[src/rtl/csr_trap_unit.sv]
// Machine-mode CSR file and trap sequencer at the commit stage of the RV32I pipeline.
// Supplies the old CSR value for rd, applies CSR ops, and sequences ECALL/illegal/MRET redirects.
module csr_trap_unit #(
  parameter logic [31:0] MTVEC_RESET = 32'h0000_0000,
  parameter logic [31:0] MISA_VALUE  = 32'h4000_0100,
  parameter logic [31:0] HART_ID     = 32'h0000_0000
) (
  input  logic        clk,
  input  logic        rst,
  input  logic        Valid_W,
  input  logic [31:0] Instr_W,
  input  logic [31:0] PC_W,
  input  logic [31:0] CSR_Src_W,
  input  logic        CSRWrite_W,
  input  logic        Is_ECALL_W,
  input  logic        Is_MRET_W,
  input  logic        Illegal_Instr_W,
  output logic [31:0] CSR_RData,
  output logic        Trap_Redirect,
  output logic [31:0] Redirect_PC
);

  localparam logic [31:0] ALIGN_MASK = 32'hFFFF_FFFC;

  logic [11:0] csr_addr;
  logic [2:0]  funct3;
  assign csr_addr = Instr_W[31:20];
  assign funct3   = Instr_W[14:12];

  logic        mie, mpie;
  logic [31:0] mtvec, mscratch, mepc, mcause, mtval;
  logic [63:0] mcycle, minstret;

  logic [31:0] rdata_raw, wdata;
  logic        csr_impl;

  // NOTE: every combinational output gets a default before the case so no latch is inferred.
  always_comb begin
    rdata_raw = 32'h0;
    csr_impl  = 1'b1;
    case (csr_addr)
      12'h300: rdata_raw = {19'b0, 2'b11, 3'b0, mpie, 3'b0, mie, 3'b0};
      12'h301: rdata_raw = MISA_VALUE;
      12'h305: rdata_raw = mtvec;
      12'h340: rdata_raw = mscratch;
      12'h341: rdata_raw = mepc;
      12'h342: rdata_raw = mcause;
      12'h343: rdata_raw = mtval;
      12'hB00, 12'hC00: rdata_raw = mcycle[31:0];
      12'hB80, 12'hC80: rdata_raw = mcycle[63:32];
      12'hB02, 12'hC02: rdata_raw = minstret[31:0];
      12'hB82, 12'hC82: rdata_raw = minstret[63:32];
      12'hF14: rdata_raw = HART_ID;
      default: csr_impl = 1'b0;
    endcase
  end

  logic csr_access, csr_illegal, take_illegal, take_ecall, take_trap, take_mret;
  logic csr_we, retire;

  assign csr_access   = Valid_W && (funct3 != 3'b000);
  // Any write-intent to the 0xC00..0xFFF read-only space is illegal, even if the value would not change.
  assign csr_illegal  = csr_access && (!csr_impl || ((csr_addr[11:10] == 2'b11) && CSRWrite_W));
  assign take_illegal = Valid_W && (Illegal_Instr_W || csr_illegal);
  assign take_ecall   = Valid_W && Is_ECALL_W && !take_illegal;
  assign take_trap    = take_illegal || take_ecall;
  assign take_mret    = Valid_W && Is_MRET_W && !take_trap;
  assign csr_we       = csr_access && CSRWrite_W && !take_trap;
  assign retire       = Valid_W && !take_trap;

  always_comb begin
    case (funct3[1:0])
      2'b01:   wdata = CSR_Src_W;
      2'b10:   wdata = rdata_raw | CSR_Src_W;
      2'b11:   wdata = rdata_raw & ~CSR_Src_W;
      default: wdata = rdata_raw;
    endcase
  end

  assign CSR_RData     = rst ? 32'h0 : rdata_raw;
  assign Trap_Redirect = !rst && (take_trap || take_mret);
  always_comb begin
    Redirect_PC = 32'h0;
    if (!rst) begin
      if (take_trap)      Redirect_PC = mtvec;
      else if (take_mret) Redirect_PC = mepc;
    end
  end

  // A written counter half replaces its increment; the other half keeps the pre-write +1 value.
  logic [63:0] mcycle_next, minstret_next;
  logic        instret_wr;

  always_comb begin
    mcycle_next = mcycle + 64'd1;
    if (csr_we && csr_addr == 12'hB00) mcycle_next[31:0]  = wdata;
    if (csr_we && csr_addr == 12'hB80) mcycle_next[63:32] = wdata;

    instret_wr    = csr_we && (csr_addr == 12'hB02 || csr_addr == 12'hB82);
    minstret_next = minstret + {63'b0, retire && !instret_wr};
    if (csr_we && csr_addr == 12'hB02) minstret_next[31:0]  = wdata;
    if (csr_we && csr_addr == 12'hB82) minstret_next[63:32] = wdata;
  end

  // NOTE: state registers use non-blocking assignments so every flop samples pre-edge values.
  always_ff @(posedge clk or posedge rst) begin
    if (rst) begin
      mie      <= 1'b0;
      mpie     <= 1'b0;
      mtvec    <= MTVEC_RESET & ALIGN_MASK;
      mscratch <= 32'h0;
      mepc     <= 32'h0;
      mcause   <= 32'h0;
      mtval    <= 32'h0;
      mcycle   <= 64'h0;
      minstret <= 64'h0;
    end else begin
      mcycle   <= mcycle_next;
      minstret <= minstret_next;
      if (take_trap) begin
        mepc   <= PC_W & ALIGN_MASK;
        mcause <= take_illegal ? 32'd2 : 32'd11;
        mtval  <= take_illegal ? Instr_W : 32'h0;
        mpie   <= mie;
        mie    <= 1'b0;
      end else begin
        if (take_mret) begin
          mie  <= mpie;
          mpie <= 1'b1;
        end
        if (csr_we) begin
          case (csr_addr)
            12'h300: begin
              mie  <= wdata[3];
              mpie <= wdata[7];
            end
            12'h305: mtvec    <= wdata & ALIGN_MASK;
            12'h340: mscratch <= wdata;
            12'h341: mepc     <= wdata & ALIGN_MASK;
            12'h342: mcause   <= wdata;
            12'h343: mtval    <= wdata;
            default: ;
          endcase
        end
      end
    end
  end

endmodule

[config.mk]
export PLATFORM = sky130hd
export DESIGN_NAME = csr_trap_unit
export DESIGN_NICKNAME = d
export VERILOG_FILES = /design/src/rtl/csr_trap_unit.sv
export SDC_FILE = /design/constraint.sdc
export NUM_CORES = 1
export LEC_CHECK = 0
export BUFFER_PORTS_ARGS = -buffer_cell sky130_fd_sc_hd__buf_2
export CAP_MARGIN = 0
export CORE_UTILIZATION = 60
export CTS_CLUSTER_DIAMETER = 100
export CTS_CLUSTER_SIZE = 12
export DETAILED_ROUTE_END_ITERATION = 8
export PLACE_DENSITY_LB_ADDON = 0.25
export SYNTH_ARGS = -nofsm -noshare
export SYNTH_HDL_FRONTEND = slang
export SYNTH_SLANG_ARGS = --single-unit
export TNS_END_PERCENT = 30
[constraint.sdc]
create_clock -name clk -period 14.5 [get_ports clk]
set_clock_uncertainty 0.15 [all_clocks]
set_input_delay 2.9 -clock clk [delete_from_list [all_inputs] [get_ports clk]]
set_output_delay 2.9 -clock clk [all_outputs]
set_load 0.03 [all_outputs]
---- Word level (Yosys, flattened, before mapping) ----
Cells that the tools add are included.
operators by class
  $add $sub $neg .......................... 2
  equality and inequality tests ........... 20
  mux-type cells .......................... 30
  bitwise operators ....................... 4
  reductions and logical operators ........ 43
operator list
  kind                                                                      count
  32-bit 2-to-1 mux                                                         18
  32-bit one-hot mux with 11 select lines                                   1
  12-bit equality test (second input constant)                              9
  32-bit one-hot mux with 3 select lines                                    1
  12-bit by 10-bit equality test with 1-bit output (second input constant)  7
  64-bit by 1-bit adder with 64-bit output                                  1
  64-bit by 1-bit adder with 64-bit output (second input constant)          1
  32-bit AND                                                                1
  32-bit NOT                                                                1
  32-bit bitwise OR                                                         1
  1-bit logical AND                                                         18
  16-bit OR reduction                                                       1
  1-bit 2-to-1 mux                                                          9
  2-bit nonzero test                                                        4
  2-bit OR reduction                                                        4
  2-bit equality test (second input constant)                               3
  2-bit AND reduction                                                       3
  3-bit AND reduction                                                       2
  1-bit logical NOT                                                         5
  1-bit logical OR                                                          5
  4-bit 2-to-1 mux                                                          1
  3-bit nonzero test                                                        1
  2-bit by 1-bit equality test with 1-bit output (second input constant)    1
  1-bit NOT                                                                 1
storage, ports and cells
  register bits after elaboration ......... 288
  output and inout bits ................... 65
  word-level logic and storage cells ...... 108

---- Longest topological paths before layout ----
  depth in word-level cells ............... 18
  gate-level depth with buffers ........... 18
  depth with buffers taken out ............ 14

---- Least setup slack after synthesis ----
Ideal clock, no wire load.
  path kind ............................... input to output
  start ................................... input port rst
  end ..................................... output port CSR_RData[3]
  arrival time ............................ 9.772 ns
  path slack .............................. 1.678 ns
  cell stages on the path ................. 3
  path buffers ............................ 1
  cells stage by stage .................... clkbuf_1 -> inv_1 -> and2_1
between the ends
  cells in the longest elaborated chain, start to end .. 1
RTL lines
  item               RTL line  text
  start, declared    9         input logic rst,
  32-bit 2-to-1 mux  80        assign CSR_RData = rst ? 32'h0 : rdata_raw;
  end, declared      18        output logic [31:0] CSR_RData,
No other way between the ends.

---- Worst setup path in the final report ----
  start ................................... input port Instr_W[20]
  end ..................................... output port Redirect_PC[25]
between the ends
  cells in the longest elaborated chain, start to end .. 16
RTL lines
  item                                                                                             RTL line  text
  start, declared                                                                                  11        input logic [31:0] Instr_W,
  12-bit equality test / 12-bit by 10-bit equality test with 1-bit output (equally long branches)  41        case (csr_addr)
  16-bit OR reduction (no line) (*)                                                                n/a
  1-bit 2-to-1 mux (*)                                                                             41
  1-bit logical NOT (*)                                                                            63        assign csr_illegal = csr_access && (!csr_impl || ((csr_addr[11:10] == 2'b11) && CSRWrite_W));
  1-bit logical OR (*)                                                                             63
  1-bit logical AND (*)                                                                            63
  1-bit logical OR (*)                                                                             64        assign take_illegal = Valid_W && (Illegal_Instr_W || csr_illegal);
  1-bit logical AND (*)                                                                            64
  1-bit logical NOT                                                                                65        assign take_ecall = Valid_W && Is_ECALL_W && !take_illegal;
  1-bit logical AND                                                                                65
  1-bit logical OR (*)                                                                             66        assign take_trap = take_illegal || take_ecall;
  1-bit logical NOT                                                                                67        assign take_mret = Valid_W && Is_MRET_W && !take_trap;
  1-bit logical AND                                                                                67
  32-bit 2-to-1 mux                                                                                86        else if (take_mret) Redirect_PC = mepc;
  32-bit 2-to-1 mux (*)                                                                            85        if (take_trap) Redirect_PC = mtvec;
  32-bit 2-to-1 mux (*)                                                                            84        if (!rst) begin
  end, declared                                                                                    20        output logic [31:0] Redirect_PC
Mark *: on every way between the ends. The rest lies on a longest branch, timed or not.

==> results.ini <==
[grt]
grt_max_degree = 72
grt-ovfl-total = 0
grt_pass1_vias = 17100
grt_pass1_wl_mm = 107
grt_use_total = 0.454
antenna_found_initial = 3

[cts]
cts-htree-levels = 1
cts_buffer_depth = 3
clock_latency_ns = 0.58
cts_sinks = 286
post_cts_resize_count = 0
postCtsHoldBufs = 0
path_clk_slew_ns = 0.06
cts_buffers = 27
cts_tree = yes
cts_setup_buffers = 0
cts_root_buf = clkbuf_16

[synthesis]
syn_avg_cell_area_um2 = 9.08
ys.flop_type = dfrtp_1
synthXorXnorAreaFrac = 0.0685
synth_mux_area_frac = 0.0724
synth-edff-count = 0
async_flop_share = 1.00
synth_top_family_by_area = compound AO/OA/AOI/OAI gates
synth_area_um2 = 18700
synthAdderAreaFrac = 0.00201
synthCells = 2058
synth-seq-area-share = 0.383
synth_warnings = 0
ys_ff_latch = 286
synth_compound_area_frac = 0.233
synth_cell_type_count = 99
synth-simple-area-share = 0.194

[sta]
fin_crit_sh = 0.683
finalWorstSetupSlack_ns = 4.59
finalHoldViolCount = 0
rsz0062_at_grt = no
fmax_mhz = 101
min_period_ns = 9.91
worstMarginPinSlew_ns = 1.37
maxSlewViolCount = 0
setup_viol = 0
slew_headroom = 0.0797
tns_ns = 0

[setup_path]
worstReg2RegEnd = mcycle[55]
cp-start-kind = input pin
cp_common_cell = buf_4
cp_max_fo = 63
reg2reg_from = mcycle[34]
crit_slowest_cell = o21ai_4
crit_path_end_kind = output port
ff2ff_setup_slack_ns = 11.32
cp.arrival_ns = 6.86
cp.required_ns = 11.45
slowest_delay_ns = 0.74
cp_cell_sequence = buf_2 -> buf_4 -> nor4_4 -> buf_4 -> nand2_1 -> o211ai_1 -> o21ai_4 -> buf_4 -> nand2_1 -> a21oi_1 -> buf_2
critPathKind = in2out
reg2reg_depth = 6

[status]
status = finished, final reports clean

[final_layout]
final_area_um2 = 20300
final_common_cell = dfrtp_1
nNetsFinal = 2232
final_cell_mix = dfrtp_1, nand2_1, buf_2
area_delta_synth_final_pct = 8.58
drive_gt1_frac = 0.158
fillers = 2521
postLayoutCoreUtil = 0.663

[floorplanning]
die_h_um = 178
fp.coreArea_um2 = 30600
num_rows = 64
die-area_um2 = 31800
start_util = 0.611
die_w_um = 178
pin_count = 168

[hold_path]
hold_path_end = mscratch[31]
hold_depth = 2
worstHoldStart = mscratch[31]
hold_path_class = reg2reg

[routing]
vias = 18500
drt_iter0_drc = 2646
drc_errors = 0
ant_nets = 0
viasPerCell = 7.31
drt_wl_total_mm = 72.1
drt_first_pass_iters = 6
wire_per_inst_um = 28.6

[placement]
place_area_um2 = 19600
routabilityCongestion = 0.971
hpwl_mm = 49.9
place_ws_ns = 4.72
io_buffers = 163

[power_and_ir_drop]
vdd_drop_max_mv = 0.0859
p_total_w = 0.00176
powerDensity_nw_per_um2 = 86.9
p_leak_nw = 8.61

[flow_run]
cap_viol_max_count = 0

[final cells by class]
| type | count | area (um2) | area share |
|---|---|---|---|
| tap | 396 | 495 | 0.0244 |
| inverter | 22 | 90.1 | 0.00444 |
| timing repair buffer | 202 | 1110 | 0.0547 |
| clock buffer | 28 | 689 | 0.0340 |
| multi-input combinational | 1587 | 10700 | 0.529 |
| sequential | 286 | 7160 | 0.353 |
| clock inverter | 1 | 8.76 | 0.000432 |
| antenna | 2 | 5.00 | 0.000247 |
[worst max path at each step]
stage	from	slack, ns	to
5_1_grt	Instr_W[20]	4.47	Redirect_PC[21]
3_3_place_gp	Instr_W[20]	4.81	Redirect_PC[23]
4_1_cts	Instr_W[20]	4.72	Redirect_PC[30]
2_1_floorplan	rst	1.68	CSR_RData[3]
6_report	Instr_W[20]	4.59	Redirect_PC[25]
3_5_place_dp	Instr_W[20]	4.72	Redirect_PC[30]
[worst max-delay path, delay by kind of cell]
kind / cells / cell delay, ns
compound gates: 3 / 1.35
simple gates: 3 / 0.41
buf+inv: 5 / 2.08
[per-stage QoR]
step	hold slack [ns]	cells
2_1_floorplan	0.295	2059
3_3_place_gp	0.307	2493
3_5_place_dp	0.320	2493
4_1_cts	0.334	2522
5_1_grt	0.349	2524
6_report	0.332	2524
[flip-flops by register name (all words and copies together), names as in the netlist]
signal,cells
minstret,64
mepc,30
mtvec,30
mie,1
mpie,1
mcycle,64
mtval,32
mcause,32
mscratch,32
[per-layer routing]
| metal | track usage | vias up | wire (um) |
|---|---|---|---|
| met3 | 0.106 | 326 | 9090 |
| met1 | 0.585 | 8809 | 26500 |
| met4 | 0.306 | 0 | 5530 |
| met2 | 0.678 | 1511 | 31000 |
| met5 | 0 | - | 0 |
| li1 | - | 7811 | - |
[logic make-up after synthesis]
group | after synthesis
AOI/OAI and AO/OA | 612
xor gates and xnor gates | 146
adders and majority gates | 3
buffers and inverters | 186
DFF | 286
muxes | 125
other | 1
and+or+nand+nor | 699
[cell usage after synthesis (all sizes together) (7+ instances only)]
library cell,instances,area [um2]
dfrtp,286,7160
nand2,257,965
a21oi,152,772
o21ai,142,722
nor2,110,420
mux2i,108,1080
nand3,105,536
buf,85,487
xnor2,81,709
clkbuf,79,298
xor2,65,569
a22oi,56,420
nand4,47,294
a32oi,37,324
nor3,34,195
and3,33,211
a211oi,24,248
a2bb2oi,23,201
nor4,23,235
o221ai,22,305
o22ai,22,138
inv,21,78.8
a2111oi,18,196
a22o,18,158
and4,18,158
a31oi,16,100
and2,15,93.8
o2bb2ai,15,131
a21o,12,91.3
mux2,10,113
o2111ai,8,76.3
or2,8,50.1
mux4,7,158
o211ai,7,72.6
or3,7,43.8
[report_power, final]
part           internal (W)  leakage [nW]  switching, W
registers          0.000831          3.66     0.0000349
logic             0.0000793          4.60      0.000169
clock network      0.000332         0.344      0.000315
No activity file was read; power rests on OpenSTA's default activity.
